<file path="src/rtl/router_local_inport.sv">
// rtl/router_local_inport.sv - Local PE input port: FWFT flit buffer, credit return, packet framing tracker.
// Optional overflow detector enabled by defining ROUTER_INPORT_OVF_CHECK_EN (adds ovf_err output).
module router_local_inport #(
    parameter int DEPTH = 4,
    parameter int CW    = 3
) (
    input  logic          clk,
    input  logic          RST,
    input  logic [19:0]   datain,
    input  logic          in_valid,
    output logic          co,
    output logic [19:0]   dataout,
    output logic          out_valid,
    input  logic          out_ready,
    output logic          head_flit,
    output logic          pkt_active,
    output logic [CW-1:0] count,
    output logic          proto_err
`ifdef ROUTER_INPORT_OVF_CHECK_EN
    ,
    output logic          ovf_err
`endif
);

    localparam int PW = (DEPTH > 1) ? $clog2(DEPTH) : 1;

    localparam logic [1:0] T_BODY   = 2'b00;
    localparam logic [1:0] T_HEAD   = 2'b01;
    localparam logic [1:0] T_TAIL   = 2'b10;
    localparam logic [1:0] T_SINGLE = 2'b11;

    typedef enum logic {
        S_IDLE = 1'b0,
        S_BUSY = 1'b1
    } state_t;

    logic [19:0]   r_mem [DEPTH];
    logic [PW-1:0] r_wr_ptr;
    logic [PW-1:0] r_rd_ptr;
    logic [CW-1:0] r_count;
    logic          r_co;
    logic          r_proto_err;
    state_t        r_state;

    logic          w_full;
    logic          w_empty;
    logic          w_pop;
    logic          w_push;
    logic [1:0]    w_type;

    // Pointers wrap explicitly so DEPTH need not be a power of two.
    function automatic logic [PW-1:0] ptr_next(input logic [PW-1:0] p);
        return (p == PW'(DEPTH - 1)) ? '0 : p + PW'(1);
    endfunction

    assign w_full  = (r_count == CW'(DEPTH));
    assign w_empty = (r_count == '0);
    assign w_pop   = ~w_empty & out_ready;
    assign w_push  = in_valid & (~w_full | w_pop);
    assign w_type  = r_mem[r_rd_ptr][19:18];

    assign dataout    = r_mem[r_rd_ptr];
    assign out_valid  = ~w_empty;
    assign count      = r_count;
    assign co         = r_co;
    assign proto_err  = r_proto_err;
    assign pkt_active = (r_state == S_BUSY);
    assign head_flit  = ~w_empty & (r_state == S_IDLE);

    always_ff @(posedge clk) begin
        if (w_push) begin
            r_mem[r_wr_ptr] <= datain;
        end
    end

    always_ff @(posedge clk) begin
        if (!RST) begin
            r_wr_ptr <= '0;
            r_rd_ptr <= '0;
            r_count  <= '0;
            r_co     <= 1'b0;
        end else begin
            if (w_push) begin
                r_wr_ptr <= ptr_next(r_wr_ptr);
            end
            if (w_pop) begin
                r_rd_ptr <= ptr_next(r_rd_ptr);
            end
            case ({w_push, w_pop})
                2'b10:   r_count <= r_count + CW'(1);
                2'b01:   r_count <= r_count - CW'(1);
                default: r_count <= r_count;
            endcase
            r_co <= w_pop;
        end
    end

    // Framing advances only when a flit actually leaves toward the switch.
    always_ff @(posedge clk) begin
        if (!RST) begin
            r_state     <= S_IDLE;
            r_proto_err <= 1'b0;
        end else if (w_pop) begin
            case (r_state)
                S_IDLE: begin
                    case (w_type)
                        T_HEAD:   r_state <= S_BUSY;
                        T_SINGLE: r_state <= S_IDLE;
                        default:  r_proto_err <= 1'b1;
                    endcase
                end
                S_BUSY: begin
                    case (w_type)
                        T_BODY:  r_state <= S_BUSY;
                        T_TAIL:  r_state <= S_IDLE;
                        T_HEAD:  r_proto_err <= 1'b1;
                        default: begin
                            r_proto_err <= 1'b1;
                            r_state     <= S_IDLE;
                        end
                    endcase
                end
                default: r_state <= S_IDLE;
            endcase
        end
    end

`ifdef ROUTER_INPORT_OVF_CHECK_EN
    logic r_ovf_err;
    logic w_ovf;

    assign w_ovf   = in_valid & w_full & ~w_pop;
    assign ovf_err = r_ovf_err;

    always_ff @(posedge clk) begin
        if (!RST) begin
            r_ovf_err <= 1'b0;
        end else if (w_ovf) begin
            r_ovf_err <= 1'b1;
`ifndef SYNTHESIS
            $error("router_local_inport: flit pushed while buffer full, dropped");
`endif
        end
    end
`endif

endmodule

</file>
<file path="config.mk">
export PLATFORM = sky130hd
export DESIGN_NAME = router_local_inport
export DESIGN_NICKNAME = d
export VERILOG_FILES = /design/src/rtl/router_local_inport.sv
export SDC_FILE = /design/constraint.sdc
export NUM_CORES = 1
export LEC_CHECK = 0
export CAP_MARGIN = 30
export CORE_ASPECT_RATIO = 0.9
export CORE_MARGIN = 2
export CORE_UTILIZATION = 53
export CTS_CLUSTER_DIAMETER = 60
export DETAILED_ROUTE_END_ITERATION = 10
export MAX_ROUTING_LAYER = met4
export PLACE_DENSITY = 0.84
export SYNTH_ARGS = -nofsm -noshare
export SYNTH_HDL_FRONTEND = slang
export SYNTH_SLANG_ARGS = --single-unit
</file>
<file path="constraint.sdc">
create_clock -name clk -period 2.43 [get_ports clk]
set_input_delay 0.486 -clock clk [delete_from_list [all_inputs] [get_ports clk]]
set_output_delay 0.486 -clock clk [all_outputs]
set_load 0.05 [all_outputs]
</file>
==> results of run 1 <==
==> per-stage QoR <==
stage	total power [mW]	hold slack, ns
6_report	3.63	0.521
4_1_cts	3.66	0.533
5_1_grt	3.77	0.569
3_3_place_gp	2.72	0.478
2_1_floorplan	2.47	0.467
3_5_place_dp	2.74	0.521
==> registers in the layout, summed over array words and instances, names as in the netlist, named ones only <==
name and flops:
r_wr_ptr 2, co 1, r_mem 80, pkt_active 1, count 3, r_rd_ptr 2
proto_err 1
==> synthesized netlist by cell type, types with 2 or more instances <==
library cell	n
edfxtp_1	80
mux4_2	20
dfxtp_1	12
nand2_1	8
nor2_1	7
ha_1	5
inv_1	5
a21oi_1	4
and2_2	4
nor2b_1	4
mux2i_1	3
and2_1	2
buf_4	2
clkbuf_1	2
xor2_1	2
==> per-layer routing <==
metal	track usage	routed length, um	share of wire	up-vias
met2	0.283	2940	0.50	30
met1	0.223	2660	0.45	894
met3	0.0294	156	0.027	9
met4	0.0923	111	0.019	0
li1	-	-	-	817
met5	-	0	0	-
==> logic make-up after synthesis <==
logic type                 after synthesis  synth area share
DFF                                     92             0.749
and+or+nand+nor                         27            0.0379
muxes                                   23             0.136
AOI/OAI and AO/OA                       14            0.0323
buffers and inverters                   11            0.0142
adders and majority gates                6            0.0234
xor gates and xnor gates                 3           0.00745
==> worst paths after layout <==
| path | slack [ns] | end | from | cells past startpoint |
|---|---|---|---|---|
| worst max register to register | 0.36 | count[1] | count[0] | 7 |
| worst min-delay path | 0.52 | r_rd_ptr[1] | r_rd_ptr[1] | 2 |
| worst max-delay path | 0.22 | dataout[18] | flip-flop | 3 |
| worst min register to register | 0.52 | r_rd_ptr[1] | r_rd_ptr[1] | 2 |
==> area by class of cell <==
cell class,count,area (um^2)
sequential,92,2640
fill,446,2210
multi-input combinational,73,837
timing repair buffer,55,504
clock buffer,11,153
tap,90,113
clock inverter,5,33.8
inverter,6,22.5
==> critical path, cell delays in order (launching register included) <==
cell and delay, ns:
dfxtp_1 0.37, buf_12 0.21, mux4_2 0.58, buf_4 0.22
==> power by group through the flow <==
stage	registers [mW]	clock network [mW]	logic, mW
after floorplan	1.93	0	0.544
after global placement	1.89	0	0.836
after detailed placement	1.90	0	0.848
after CTS	1.86	0.958	0.845
after global routing	1.87	1.02	0.882
final	1.86	0.940	0.835
==> impl_metrics.json, run 1 <==
{
  "clkPwrFrac": 0.259,
  "final_common_cell": "edfxtp_1",
  "hp-class": "flip-flop to flip-flop",
  "io_buffers": 51,
  "p_leak_nw": 1.47,
  "intPower_mw": 2.56,
  "pre_cts_slack_ns": 0.0621,
  "layout_setup_ws_ns": 0.218,
  "rows": 28,
  "clk_latency_ns": 0.34,
  "die_height_um": 81.4,
  "crit_fanout": 20,
  "cap_violations": 0,
  "hold_viol": 0,
  "worstMarginPinSlew_ns": 0.561,
  "comb_power_share": 0.230,
  "swShare": 0.296,
  "grt_max_degree": 21,
  "yosysTopAreaCell": "edfxtp_1",
  "rsz0062_at_grt": "false",
  "grt_use_total": 0.176,
  "design_area_um2": 4310,
  "nNetsFinal": 267,
  "power_frac_seq": 0.512,
  "fin_cells": 332,
  "post-route-util": 0.661,
  "power_density_nw_per_um2": 844,
  "cts_setup_buffers": 0,
  "ys_seq_elements": 92,
  "vias": 1750,
  "fin_crit_sh": 0.910,
  "setup_viol": 0,
  "core_um2": 6520,
  "die_area_um2": 7330,
  "drc": 0,
  "grt_pass1_vias": 1817,
  "dieWidth_um": 90.0,
  "fin_setup_tns_ns": 0,
  "relSlewSlack": 0.626,
  "routabilityCongestion": 0.767,
  "clockBufferDepth": 2,
  "clock_skew_ns": 0.00769,
  "wl_per_cell_um": 17.7,
  "initial_core_util": 0.542,
  "synth_warnings": 0,
  "antenna_cells": 0,
  "dp_cells": 316,
  "clk_pin_slew_worst_paths_ns": 0.09,
  "overflow": 0,
  "grt_pass1_wl_mm": 9.15,
  "viasPerCell": 5.27,
  "ant_nets": 0,
  "status": "finished clean",
  "syn_area_um2": 3530,
  "ys_async_sr_fraction": 0,
  "post_cts_resized": 1,
  "cts_tree": "built",
  "routed_wl_mm": 5.87,
  "cp-start-kind": "flip-flop",
  "synth_cell_types": 31,
  "syn_area_per_cell_um2": 20.1,
  "yosysSeqAreaShare": 0.749,
  "synth_edf_count": 80,
  "drive_above_1_share": 0.277,
  "drt_iter0_drc": 97,
  "worstPathRequired_ns": 1.94,
  "root_buffer": "clkbuf_8",
  "power_switching_mw": 1.08,
  "final_cell_mix": "edfxtp_1 (80), clkdlybuf4s50_1 (29), buf_4 (23)",
  "cts.sinks": 92,
  "cts_buffers": 9,
  "vdd_drop_max_mv": 0.431,
  "cp.arrival_ns": 1.73,
  "io_pins": 52,
  "criticalPathCategory": "flip-flop to output pin",
  "synth_top_area_share": 0.681,
  "final_max_slew_viol_count": 0,
  "ctsHoldBuffers": 0,
  "fmax_ghz": 0.452,
  "drt_first_pass_iters": 4,
  "ys.flop_type": "edfxtp_1",
  "syn_inst": 176,
  "hpwl_mm": 3.87,
  "grt_antenna_before_repair": 0,
  "synth_area_leaders": "edfxtp_1 (68%), mux4_2 (13%), dfxtp_1 (6.8%), ha_1 (1.8%), mux2i_1 (0.85%)",
  "h-tree-depth": 3,
  "end_kind": "output pin",
  "placed_cell_area_um2": 4120,
  "fin_crit_ns": 2.21,
  "area_growth_pct": 22.0,
  "synth_nets": 206
}
(Power assumes the default switching activity.)
==> run 2: changes to the inputs <==
--- a/config.mk
+++ b/config.mk
@@ -10,6 +10,7 @@
 export CORE_MARGIN = 2
 export CORE_UTILIZATION = 53
 export CTS_CLUSTER_DIAMETER = 60
+export CTS_CLUSTER_SIZE = 16
 export DETAILED_ROUTE_END_ITERATION = 10
 export MAX_ROUTING_LAYER = met4
 export PLACE_DENSITY = 0.84
==> results of run 2 <==
Final layout, timing and power as in run 1 (identical DEF).
==> run 3: changes to the inputs <==
--- a/config.mk
+++ b/config.mk
@@ -13,7 +13,8 @@
 export CTS_CLUSTER_SIZE = 16
 export DETAILED_ROUTE_END_ITERATION = 10
 export MAX_ROUTING_LAYER = met4
-export PLACE_DENSITY = 0.84
+export PLACE_DENSITY = 0.78
+export SKIP_LAST_GASP = 1
 export SYNTH_ARGS = -nofsm -noshare
 export SYNTH_HDL_FRONTEND = slang
 export SYNTH_SLANG_ARGS = --single-unit
==> impl_metrics.json, run 3 (same netlist as run 1, synthesis figures left out) <==
{
  "fin_cells": 332,
  "cap_violations": 0,
  "fin_setup_tns_ns": 0,
  "swShare": 0.299,
  "rsz0062_at_grt": "false",
  "intPower_mw": 2.57,
  "final_common_cell": "edfxtp_1",
  "drt_first_pass_iters": 4,
  "busiest_layer": "met2",
  "power_switching_mw": 1.10,
  "nNetsFinal": 267,
  "setup_viol": 0,
  "die_area_um2": 7330,
  "ant_nets": 0,
  "ctsHoldBuffers": 0,
  "cts_setup_buffers": 0,
  "clkPwrFrac": 0.264,
  "comb_power_share": 0.229,
  "vias": 1745,
  "crit_fanout": 20,
  "hold_depth": 2,
  "relSlewSlack": 0.631,
  "fin_crit_ns": 2.21,
  "area_growth_pct": 22.1,
  "root_buffer": "clkbuf_8",
  "grt_antenna_before_repair": 0,
  "r2r_end": "count[1]",
  "p_leak_nw": 1.47,
  "clk_latency_ns": 0.35,
  "io_buffers": 51,
  "antenna_cells": 0,
  "post_cts_resized": 0,
  "use_met1": 0.230,
  "initial_core_util": 0.542,
  "largest-register": "r_mem",
  "power_frac_seq": 0.506,
  "reg2reg_depth": 7,
  "drive_above_1_share": 0.285,
  "cts_tree": "built",
  "worstPathRequired_ns": 1.94,
  "wl_per_cell_um": 17.1,
  "r2r_slack_ns": 0.56,
  "drc": 0,
  "hold_viol": 0,
  "power_density_nw_per_um2": 850,
  "io_pins": 52,
  "hp-class": "flip-flop to flip-flop",
  "grt_max_degree": 21,
  "routabilityCongestion": 0.736,
  "cp.arrival_ns": 1.72,
  "largest_reg_flops": 80,
  "cts.sinks": 92,
  "fin_crit_sh": 0.909,
  "clk_pin_slew_worst_paths_ns": 0.09,
  "routed_wl_mm": 5.66,
  "vdd_drop_max_mv": 0.573,
  "hold_ws_ns": 0.512,
  "h-tree-depth": 3,
  "rr_startpoint": "count[0]",
  "final_cell_mix": "edfxtp_1 (80), clkdlybuf4s50_1 (29), buf_4 (24)",
  "dieWidth_um": 90.0,
  "viasPerCell": 5.26,
  "cts_buffers": 9,
  "post-route-util": 0.661,
  "worstMarginPinSlew_ns": 0.553,
  "endpoint": "dataout[19]",
  "end_kind": "output pin",
  "grt_use_total": 0.170,
  "hpwl_mm": 3.62,
  "cp-start-kind": "flip-flop",
  "criticalPathCategory": "flip-flop to output pin",
  "use_met2": 0.254,
  "rows": 28,
  "fmax_ghz": 0.453,
  "status": "finished clean",
  "die_height_um": 81.4,
  "grt_pass1_vias": 1722,
  "clockBufferDepth": 2,
  "clock_skew_ns": 0.00715,
  "grtUsageMet3": 0.0514,
  "core_um2": 6520,
  "grt_pass1_wl_mm": 8.85,
  "overflow": 0,
  "drt_iter0_drc": 130,
  "final_max_slew_viol_count": 0,
  "power.total_mw": 3.66,
  "nFillCells": 479,
  "dp_cells": 316
}
## run 3: worst max-delay path: stages (launching register included)
cell and delay (ns):
dfxtp_1 0.36, buf_12 0.21, mux4_2 0.58, buf_4 0.22
## run 3: per-stage QoR
stage          area (um^2)  setup slack (ns)
2_1_floorplan         3530            0.0867
4_1_cts               4310            0.0106
3_5_place_dp          4120             0.172
3_3_place_gp          4120             0.216
6_report              4310             0.221
5_1_grt               4310             0.138
## run 3: area by class of cell
type	instances	area (um^2)	share of cell area
clock inverter	6	42.5	0.00987
clock buffer	10	149	0.0346
multi-input combinational	73	837	0.194
timing repair buffer	55	503	0.117
tap	90	113	0.0261
inverter	6	22.5	0.00523
sequential	92	2640	0.613
## run 3: power groups by stage
stage               Combinational [mW]  Sequential [mW]  Clock (mW)
CTS                              0.851             1.86       0.984
floorplan                        0.544             1.93           0
finish                           0.841             1.86       0.968
global placement                 0.841             1.89           0
global route                     0.890             1.87        1.06
detailed placement               0.850             1.89           0
## run 3: worst min-delay path by stage
stage	from	endpoint	slack [ns]
final	proto_err	proto_err	0.51
after global routing	r_rd_ptr[1]	flip-flop	0.55
after CTS	r_rd_ptr[1]	flip-flop	0.51
after detailed placement	proto_err	proto_err	0.49
after global placement	proto_err	proto_err	0.47
after floorplan	r_rd_ptr[1]	flip-flop	0.47
## run 3: layer usage
metal,share of wire,vias to the layer above
met3,0.042,9
li1,-,818
met2,0.47,45
met1,0.48,873
met5,0,-
met4,0.012,0
